<file path="config.mk">
export PLATFORM = sky130hd
export DESIGN_NAME = pkt_fifo
export DESIGN_NICKNAME = d
export VERILOG_FILES = /design/src/rtl/pkt_fifo_pkg.sv /design/src/rtl/pkt_fifo_mem.sv /design/src/rtl/pkt_fifo.sv
export SDC_FILE = /design/constraint.sdc
export NUM_CORES = 1
export LEC_CHECK = 0
export BUFFER_PORTS_ARGS = -buffer_cell sky130_fd_sc_hd__clkbuf_2
export CORE_AREA = 2 2 100 174
export CTS_CLUSTER_DIAMETER = 40
export DETAILED_ROUTE_END_ITERATION = 10
export DIE_AREA = 0 0 102 176
export PLACE_DENSITY = 0.83
export SLEW_MARGIN = 20
export SYNTH_ARGS = -nofsm -noshare
export SYNTH_HDL_FRONTEND = slang
export SYNTH_HIERARCHICAL = 1
export SYNTH_SLANG_ARGS = --single-unit
</file>
<file path="constraint.sdc">
create_clock -name clk -period 5.2 [get_ports clk]
set_clock_uncertainty 0.05 [all_clocks]
set_input_delay 0.26 -clock clk [delete_from_list [all_inputs] [get_ports clk]]
set_output_delay 0.26 -clock clk [all_outputs]
set_load 0.01 [all_outputs]
</file>
<file path="src/rtl/pkt_fifo_pkg.sv">
// Shared sizing constants and write-side state type for the ingress packet queue.
package packet_pkg;
    localparam int DATA_WIDTH = 16;
    localparam int DEPTH      = 8;
    localparam int HDR_WIDTH  = 8;

    typedef enum logic [1:0] {W_IDLE, W_PKT, W_DROP} wr_state_t;
endpackage

</file>
<file path="src/rtl/pkt_fifo_mem.sv">
// Storage array for pkt_fifo: synchronous write, asynchronous read.
module pkt_fifo_mem #(
    parameter int WIDTH = 18,
    parameter int DEPTH = 8
) (
    input  logic                     clk,
    input  logic                     we,
    input  logic [$clog2(DEPTH)-1:0] waddr,
    input  logic [WIDTH-1:0]         wdata,
    input  logic [$clog2(DEPTH)-1:0] raddr,
    output logic [WIDTH-1:0]         rdata
);
    logic [WIDTH-1:0] mem_q [DEPTH];

    always_ff @(posedge clk) begin
        if (we) mem_q[waddr] <= wdata;
    end

    assign rdata = mem_q[raddr];
endmodule

</file>
<file path="src/rtl/pkt_fifo.sv">
// Packet-aware ingress queue: store-and-forward commit, atomic discard by rewinding
// the write pointer to the last committed position.
module pkt_fifo #(
    parameter int DATA_WIDTH   = packet_pkg::DATA_WIDTH,
    parameter int DEPTH        = packet_pkg::DEPTH,
    parameter int AFULL_THRESH = DEPTH - 2,
    parameter int PKT_MODE     = 1
) (
    input  logic                              clk,
    input  logic                              rst_n,
    input  logic [DATA_WIDTH-1:0]             wr_data,
    input  logic                              wr_en,
    input  logic                              wr_sop,
    input  logic                              wr_eop,
    output logic                              wr_full,
    output logic                              wr_afull,
    output logic                              wr_drop,
    output logic [15:0]                       drop_count,
    input  logic                              rd_en,
    output logic [DATA_WIDTH-1:0]             rd_data,
    output logic                              rd_valid,
    output logic                              rd_sop,
    output logic                              rd_eop,
    output logic                              empty,
    output logic [packet_pkg::HDR_WIDTH-1:0]  header_out,
    output logic [$clog2(DEPTH):0]            pkt_count
);
    import packet_pkg::*;

    localparam int AW = $clog2(DEPTH);
    localparam int PW = AW + 1;
    localparam int MW = DATA_WIDTH + 2;
    localparam logic [PW-1:0] ONE       = PW'(1);
    localparam logic [PW-1:0] FULL_LVL  = PW'(DEPTH);
    localparam logic [PW-1:0] AFULL_LVL = PW'(AFULL_THRESH);

    logic [PW-1:0] wr_ptr_q, wr_ptr_d, commit_ptr_q, commit_ptr_d;
    logic [PW-1:0] rd_ptr_q, rd_ptr_d, pkt_count_q, pkt_count_d;
    logic [PW-1:0] occupancy, readable, base_ptr;
    wr_state_t     state_q, state_d;
    logic          mem_we, commit_ev, drop_ev, rd_fire, eop_read;
    logic [MW-1:0] mem_wdata, mem_rdata;
    logic [15:0]   drop_count_q, drop_count_d;
    logic          wr_drop_q;
    logic [DATA_WIDTH-1:0] rd_data_q, rd_data_d;
    logic          rd_valid_q, rd_valid_d, rd_sop_q, rd_sop_d, rd_eop_q, rd_eop_d;

    assign occupancy  = wr_ptr_q - rd_ptr_q;
    assign readable   = commit_ptr_q - rd_ptr_q;
    assign empty      = (readable == '0);
    assign wr_full    = (occupancy == FULL_LVL);
    assign wr_afull   = (occupancy >= AFULL_LVL);
    assign mem_wdata  = {wr_eop, wr_sop, wr_data};
    assign header_out = empty ? '0 : mem_rdata[DATA_WIDTH-1 -: HDR_WIDTH];

    pkt_fifo_mem #(.WIDTH(MW), .DEPTH(DEPTH)) u_mem (
        .clk   (clk),
        .we    (mem_we),
        .waddr (base_ptr[AW-1:0]),
        .wdata (mem_wdata),
        .raddr (rd_ptr_q[AW-1:0]),
        .rdata (mem_rdata)
    );

    // A new sop inside an open packet rewinds first, so the word is placed and
    // full-checked against the committed pointer rather than the stale write pointer.
    always_comb begin
        wr_ptr_d     = wr_ptr_q;
        commit_ptr_d = commit_ptr_q;
        state_d      = state_q;
        base_ptr     = wr_ptr_q;
        mem_we       = 1'b0;
        commit_ev    = 1'b0;
        drop_ev      = 1'b0;
        if (PKT_MODE == 0) begin
            if (wr_en && !wr_full) begin
                mem_we       = 1'b1;
                wr_ptr_d     = wr_ptr_q + ONE;
                commit_ptr_d = wr_ptr_q + ONE;
            end else if (wr_en) begin
                drop_ev = 1'b1;
            end
        end else if (wr_en) begin
            if (wr_sop) begin
                if (state_q == W_PKT) begin
                    base_ptr = commit_ptr_q;
                    wr_ptr_d = commit_ptr_q;
                    drop_ev  = 1'b1;
                end
                if ((base_ptr - rd_ptr_q) == FULL_LVL) begin
                    drop_ev = 1'b1;
                    state_d = wr_eop ? W_IDLE : W_DROP;
                end else begin
                    mem_we   = 1'b1;
                    wr_ptr_d = base_ptr + ONE;
                    if (wr_eop) begin
                        commit_ptr_d = base_ptr + ONE;
                        commit_ev    = 1'b1;
                        state_d      = W_IDLE;
                    end else begin
                        state_d = W_PKT;
                    end
                end
            end else begin
                unique case (state_q)
                    W_IDLE: drop_ev = 1'b1;
                    W_PKT: begin
                        if (wr_full) begin
                            wr_ptr_d = commit_ptr_q;
                            drop_ev  = 1'b1;
                            state_d  = wr_eop ? W_IDLE : W_DROP;
                        end else begin
                            mem_we   = 1'b1;
                            wr_ptr_d = wr_ptr_q + ONE;
                            if (wr_eop) begin
                                commit_ptr_d = wr_ptr_q + ONE;
                                commit_ev    = 1'b1;
                                state_d      = W_IDLE;
                            end
                        end
                    end
                    W_DROP: if (wr_eop) state_d = W_IDLE;
                    default: state_d = W_IDLE;
                endcase
            end
        end
    end

    always_comb begin
        rd_fire    = rd_en && !empty;
        eop_read   = rd_fire && mem_rdata[MW-1] && (PKT_MODE != 0);
        rd_ptr_d   = rd_fire ? rd_ptr_q + ONE : rd_ptr_q;
        rd_data_d  = rd_fire ? mem_rdata[DATA_WIDTH-1:0] : rd_data_q;
        rd_sop_d   = rd_fire ? mem_rdata[DATA_WIDTH] : rd_sop_q;
        rd_eop_d   = rd_fire ? mem_rdata[MW-1] : rd_eop_q;
        rd_valid_d = rd_fire;
        pkt_count_d = pkt_count_q;
        if (commit_ev && !eop_read)      pkt_count_d = pkt_count_q + ONE;
        else if (!commit_ev && eop_read) pkt_count_d = pkt_count_q - ONE;
        drop_count_d = (drop_ev && drop_count_q != 16'hFFFF) ? drop_count_q + 16'd1
                                                               : drop_count_q;
    end

    always_ff @(posedge clk or negedge rst_n) begin
        if (!rst_n) begin
            wr_ptr_q     <= '0;
            commit_ptr_q <= '0;
            rd_ptr_q     <= '0;
            pkt_count_q  <= '0;
            state_q      <= W_IDLE;
            drop_count_q <= '0;
            wr_drop_q    <= 1'b0;
            rd_data_q    <= '0;
            rd_valid_q   <= 1'b0;
            rd_sop_q     <= 1'b0;
            rd_eop_q     <= 1'b0;
        end else begin
            wr_ptr_q     <= wr_ptr_d;
            commit_ptr_q <= commit_ptr_d;
            rd_ptr_q     <= rd_ptr_d;
            pkt_count_q  <= pkt_count_d;
            state_q      <= state_d;
            drop_count_q <= drop_count_d;
            wr_drop_q    <= drop_ev;
            rd_data_q    <= rd_data_d;
            rd_valid_q   <= rd_valid_d;
            rd_sop_q     <= rd_sop_d;
            rd_eop_q     <= rd_eop_d;
        end
    end

    assign wr_drop    = wr_drop_q;
    assign drop_count = drop_count_q;
    assign rd_data    = rd_data_q;
    assign rd_valid   = rd_valid_q;
    assign rd_sop     = rd_sop_q;
    assign rd_eop     = rd_eop_q;
    assign pkt_count  = pkt_count_q;
endmodule

</file>
== Word-level counts from Yosys, hierarchy flattened ==
Memories as Yosys holds them, arrays and structs flattened.
Index checks and enable logic that the tools add are counted.
Cells by class
  add/subtract/negate cells: 9
  magnitude comparators: 1
  eq/ne operators: 8
  multiplexer cells: 44
  reductions and logical operators: 15
Operators by type and width (count)
  2-to-1 mux 4 bit: 15
  2-to-1 mux 1 bit: 19
  adder 16 x 1 -> 16 bit (second input constant): 1
  adder 4 x 1 -> 4 bit (second input constant): 4
  inequality test 16 bit (second input constant): 1
  subtractor 4 bit: 3
  2-to-1 mux 2 bit: 5
  == test 4 bit (second input constant): 2
  2-to-1 mux 8 bit: 1
  2-to-1 mux 3 bit: 2
  inequality test 2 bit (second input constant): 3
  one-hot mux 2 bit (3 select lines): 1
  logical AND 1 bit: 5
  AND reduction 5 bit: 1
  greater-or-equal comparator 4 x 3 -> 1 bit (second input constant): 1
  logical NOT 4 bit: 1
  AND reduction 2 bit: 2
  nonzero test 2 bit: 2
  subtractor 4 x 1 -> 4 bit (second input constant): 1
  logical NOT 1 bit: 3
  == test 2 x 1 -> 1 bit (second input constant): 1
  == test 2 bit (second input constant): 1
  logical NOT 2 bit: 1
  one-hot mux 1 bit (2 select lines): 1
Word-level totals
  register bits: 54
  memory bits (writable): 144
  input port bits: 22
  word-level logic and storage cells: 89
  memories kept: 1
Memories
  u_mem.mem_q: depth 8, width 18, read ports 1, clocked after Yosys merged registers in 0, wr ports 1, RTL line pkt_fifo_mem.sv:13  | logic [WIDTH-1:0] mem_q [DEPTH];

== Depth between registers and ports, before layout ==
  depth after elaboration: 13
  depth in mapped cells: 20

== Modules after synthesis ==
Netlist, hierarchy kept.
Modules (own cells, without submodules)
  pkt_fifo_mem: times used 1, cells each 221, area an instance 5604.1 µm², seq. area each 4324.1 µm²
  pkt_fifo: times used 1, cells each 330, area an instance 3191.8 µm², seq. area each 1351.3 µm²

== Least setup slack after synthesis ==
OpenSTA, ideal clock, no wires.
  path type: flip-flop to flip-flop
  start point: register state_q[1]
  end point: memory u_mem.mem_q[4][0] (enable)
  library setup time: 0.416 ns
  arrival time: 3.926 ns
  required time: 4.734 ns
  path slack: 0.808 ns
  cell stages (with the launch flop): 14
  buffers on the path: 1
  cell sequence: dfrtp_1 inv_1 ha_1 buf_6 o21ai_0 ha_1 nor2b_1 o21a_1 o21ai_0 a211oi_4 mux2_2 nor2_1 nand2_1 nor3_1
Between the ends
  word-level cells in the longest chain between the ends: 11
RTL lines
  start, declared: RTL line pkt_fifo.sv:40  | wr_state_t state_q, state_d;
  start signal, assigned: RTL line pkt_fifo.sv:162  | state_q <= state_d;
  == test 2 x 1 -> 1 bit (*): RTL line pkt_fifo.sv:85, pkt_fifo.sv:105
  2-to-1 mux 4 bit
  2-to-1 mux 4 bit: RTL line pkt_fifo.sv:84  | if (wr_sop) begin
  2-to-1 mux 4 bit: RTL line pkt_fifo.sv:83  | end else if (wr_en) begin
  subtractor 4 bit: RTL line pkt_fifo.sv:90  | if ((base_ptr - rd_ptr_q) == FULL_LVL) begin
  == test 4 bit: RTL line pkt_fifo.sv:90
  2-to-1 mux 1 bit: RTL line pkt_fifo.sv:90
  2-to-1 mux 1 bit (*): RTL line pkt_fifo.sv:84
  2-to-1 mux 1 bit (*): RTL line pkt_fifo.sv:83
  named net mem_we: RTL line pkt_fifo.sv:41  | logic mem_we, commit_ev, drop_ev, rd_fire, eop_read;
  2-to-1 mux 1 bit (*): RTL line pkt_fifo_mem.sv:16  | if (we) mem_q[waddr] <= wdata;
  2-to-1 mux 1 bit (not written as such) (*): RTL line pkt_fifo_mem.sv:16
  end, declared: RTL line pkt_fifo_mem.sv:13
Mark *: on every way through the listed nets, which the timed path passes. The rest lies on a longest branch. The select of a mux whose other input is x is not followed.

== Worst setup path after layout ==
  start point: register state_q[1]
  end point: register pkt_count_q[3] (netlist: pkt_count[3])
Between the ends
  word-level cells in the longest chain between the ends: 12
RTL lines
  == test 2 x 1 -> 1 bit (*): RTL line pkt_fifo.sv:85, pkt_fifo.sv:105
  2-to-1 mux 4 bit
  2-to-1 mux 4 bit: RTL line pkt_fifo.sv:84
  2-to-1 mux 4 bit: RTL line pkt_fifo.sv:83
  subtractor 4 bit: RTL line pkt_fifo.sv:90
  == test 4 bit: RTL line pkt_fifo.sv:90
  2-to-1 mux 1 bit: RTL line pkt_fifo.sv:90
  2-to-1 mux 1 bit (*): RTL line pkt_fifo.sv:84
  2-to-1 mux 1 bit (*): RTL line pkt_fifo.sv:83
  logical NOT 1 bit: RTL line pkt_fifo.sv:139  | else if (!commit_ev && eop_read) pkt_count_d = pkt_count_q - ONE;
  logical AND 1 bit: RTL line pkt_fifo.sv:139
  nonzero test 2 bit (no source line)
  end signal, assigned: RTL line pkt_fifo.sv:161  | pkt_count_q <= pkt_count_d;
  end, declared: RTL line pkt_fifo.sv:38  | logic [PW-1:0] rd_ptr_q, rd_ptr_d, pkt_count_q, pkt_count_d;
Every way passes the cells marked *; elsewhere a longest branch is shown, timed or not. The select of a mux whose other input is x is not followed.
A chain may end at the register's enable or synchronous reset.

==> key figures <==
Run status
  – Status: complete, no violations

Critical path
  – CP delay by family, top: compound AO/OA/AOI/OAI gates
  – Req. time, crit path: between 5 and 6 ns
  – Startpoint types: register
  – Crit. End Element: register
  – Max FO, Critical Path: 9
  – CP Buf/Inv Count: 3
  – CP arrival: roughly 4.9 ns
  – Slowest-stage cell, CP: o21ai_0
  – Slowest cell delay on critical path: between 0.5 and 0.6 ns
  – Worst path most repeated cell: ha_1
  – Critical-path cell list: inv_1, ha_1, o21ai_0, ha_1, nor2b_1, o21a_1, or3_4, a211oi_4, mux2_2, nor3_2, buf_4, ha_1, inv_1, ha_1, a21o_1, a21oi_1, xnor2_1, nor2_1, xor2_1
  – Reg2reg start: state_q[1]
  – Origin of the worst setup path: state_q[1]
  – Setup CP Type: register to register

STA
  – Fin. max-slew vios: 0
  – Final setup vio count: 0
  – Fin crit period: 4.61 ns
  – Relative slew margins: between 40 and 50%
  – Tightest Pin Transition: just over 0.8 ns
  – Final hold vios: 0
  – Setup TNS: 0 ns
  – RSZ-0062 raised after global routing: false
  – Setup WS post-layout: between 0.5 and 0.6 ns
  – Achievable Freq: around 0.22 GHz
  – Crit share post-route: around 89%

Drt
  – Vias per cell: between 5 and 6
  – Wire per inst: between 20 and 25 um
  – DRC violations left: 0
  – DRT antenna net count: 0
  – Router iterations before antenna repair: 7
  – Routed via count: just over 5k
  – Post-Route WL: around 19000 um
  – Starting DRT DRC Count: ~440

Synthesis
  – EDFF count, synth: ~140
  – Synthesized flop and latch total: 198
  – Syn_nets: just under 600
  – Sequential cell area fraction in the yosys report: roughly 65%
  – Mapped Cells: 551
  – Post-Syn Area per Cell: about 16 um2
  – Predominant post-synthesis flop cell: edfxtp_1
  – Synth Warn #: 6
  – Cell area after synthesis: approximately 0.0088 mm2
  – Ys async rst share: a little over a quarter
  – Yosys cell types: 51

Layout
  – # diodes: 0
  – Reg area: 0.00568 mm2
  – Finished Core Util: 61.2%
  – Final #Nets: 684
  – Final instance area: about 0.010 mm2
  – Share of cells above drive strength 1: about a quarter
  – Synth-to-Final Area Change: 14.4%
  – Multi-input logic area: 0.00295 mm2
  – Fillcell total: approximately 1.2k

Clock network
  – Clock slew at reported path FFs: approximately 0.07 ns
  – Root Buffer: clkbuf_16
  – CTS H-Tree Depth: 4
  – CTS tree: done
  – TritonCTS buffer count: 17
  – Worst skew pair latency: roughly 0.43 ns
  – Post-CTS sizing: 0
  – # clock sinks: 198
  – Clock Path Buffers: 2

Floorplanning
  – Die H: 176 um
  – Starting Density: between 50% and 60%
  – Core ar.: 0.0164 mm2
  – Die area: ~0.018 mm2
  – Row count: 62
  – Boundary pin count: between 70 and 80
  – Die width: approximately 100 um

Place
  – RD Place Congestion: 0.911
  – Placed Area: roughly 0.0095 mm2
  – Post-DP HPWL: 12000 um
  – DP Worst Slack: about 0.62 ns
  – PortBufs: 72

Worst hold path
  – Min-delay src: wr_data[12]
  – Hold/Removal Path Class: input pin to register

Pwr
  – VDD IR max: ~0.32 mV
  – Pwr/cell area: between 500 and 600 mW/mm2
  – Pleak: 4.00 nW

Job
  – Max cap viols: 0

Global route
  – GRT Resource Usage Total: 22.0%
  – Grt total ovfl: 0
  – Vias in the first global route: 5365
  – First-pass GRT wire length: just under 30000 um
  – Largest net degree at the start of global routing: 55
  – Initial antenna violation count: 0
## sequential cells by signal (all words and copies together), names as in the netlist
| name | flops |
|---|---|
| rd_sop | 1 |
| drop_count | 16 |
| wr_drop | 1 |
| rd_data | 16 |
| wr_ptr_q | 4 |
| state_q | 2 |
| rd_eop | 1 |
| commit_ptr_q | 4 |
| pkt_count | 4 |
| rd_valid | 1 |
| u_mem/mem_q | 144 |
| rd_ptr_q | 4 |
## routing by layer
metal / up-vias / part of all wire (%) / track usage, %
li1: 2268 / - / -
met1: 2583 / 37 / 25.3
met2: 198 / 55 / 37.7
met3: 62 / 4.0 / 4.47
met4: 0 / 4.4 / 12.6
met5: - / 0 / 0
## cell families after synthesis
group	share of synthesized area, %
muxes	15.1
adders and majority gates	3.16
AOI/OAI and AO/OA	3.00
and+or+nand+nor	8.93
buffers and inverters	2.02
xor gates and xnor gates	3.29
DFF	64.5
## placed cells by master, fill, tap and decap left out, drive strengths merged, types with 2 or more instances in the layout
cell,n
bufinv,3
inv,18
mux2i,6
buf,17
xnor2,15
fa,2
a21o,2
ha,19
or3,4
and3,5
clkinv,7
nand3b,2
nor4,2
nor3,8
clkbuf,90
xor2,18
nand2,77
nand4,3
a211oi,3
a21oi,9
mux2,27
dfrtp,54
o21a,3
nor4b,2
edfxtp,144
nor3b,4
nand3,9
mux4,36
nor2,18
o21ai,15
nand2b,7
nor2b,13
## path summary, 6_finish.rpt
check | slack (ns) | endpoint | cells after the start
worst min-delay path | 0.05 | u_mem/mem_q[0][12] | 1
max in group asynchronous | 4.09 | rd_ptr_q[0] | 3
min in group asynchronous | 0.45 | rd_data[2] | 3
worst min register to register | 0.43 | rd_data[4] | 2
worst max-delay path | 0.59 | pkt_count[3] | 19
worst max register to register | 0.59 | pkt_count[3] | 19
## report_power, final
group	switching (mW)	total, mW	internal, mW
registers	0.233	2.24	2.01
logic	1.33	2.41	1.08
clock network	0.568	1.33	0.763
total	2.13	5.98	3.85
## what timing repair did
item                                   4_1_cts  5_1_grt
setup buffers                                0        0
endpoints found under the hold margin       54        0
hold buffers                                 1        0
## cell usage after synthesis (3+ instances only)
| cell type | count | share of area [%] |
|---|---|---|
| edfxtp_1 | 144 | 49 |
| nand2_1 | 77 | 3.3 |
| dfrtp_1 | 54 | 15 |
| mux4_1 | 36 | 11 |
| mux2_2 | 26 | 3.3 |
| ha_1 | 19 | 2.7 |
| nor2_1 | 18 | 0.77 |
| xor2_1 | 18 | 1.8 |
| xnor2_1 | 15 | 1.5 |
| inv_1 | 14 | 0.60 |
| o21ai_0 | 14 | 0.80 |
| nor2b_1 | 13 | 0.92 |
| a21oi_1 | 9 | 0.51 |
| nand3_1 | 9 | 0.51 |
| nand2b_1 | 7 | 0.50 |
| nor3_1 | 7 | 0.40 |
| buf_6 | 6 | 0.77 |
| and3_1 | 5 | 0.36 |
| buf_2 | 5 | 0.28 |
| mux2i_1 | 5 | 0.57 |
| clkbuf_1 | 4 | 0.17 |
| nand4_1 | 3 | 0.21 |
| nor3b_2 | 3 | 0.43 |
| o21a_1 | 3 | 0.26 |
| or3_1 | 3 | 0.21 |
## metrics by stage
step,total power [mW],hold WS (ns),std cells
2_1_floorplan,3.90,-0.0856,551
3_3_place_gp,4.51,0.374,845
3_5_place_dp,4.64,0.390,845
4_1_cts,6.00,0.0362,878
5_1_grt,6.28,0.0576,878
6_report,5.98,0.0546,878
## layout make-up
cell class	instances	share of cell area, %
clock buffer	18	4.27
clock inverter	14	1.72
inverter	14	0.522
multi-input combinational	320	29.3
sequential	198	56.4
tap	224	2.79
timing repair buffer	90	4.95
Power figures use the tool's default switching activity.
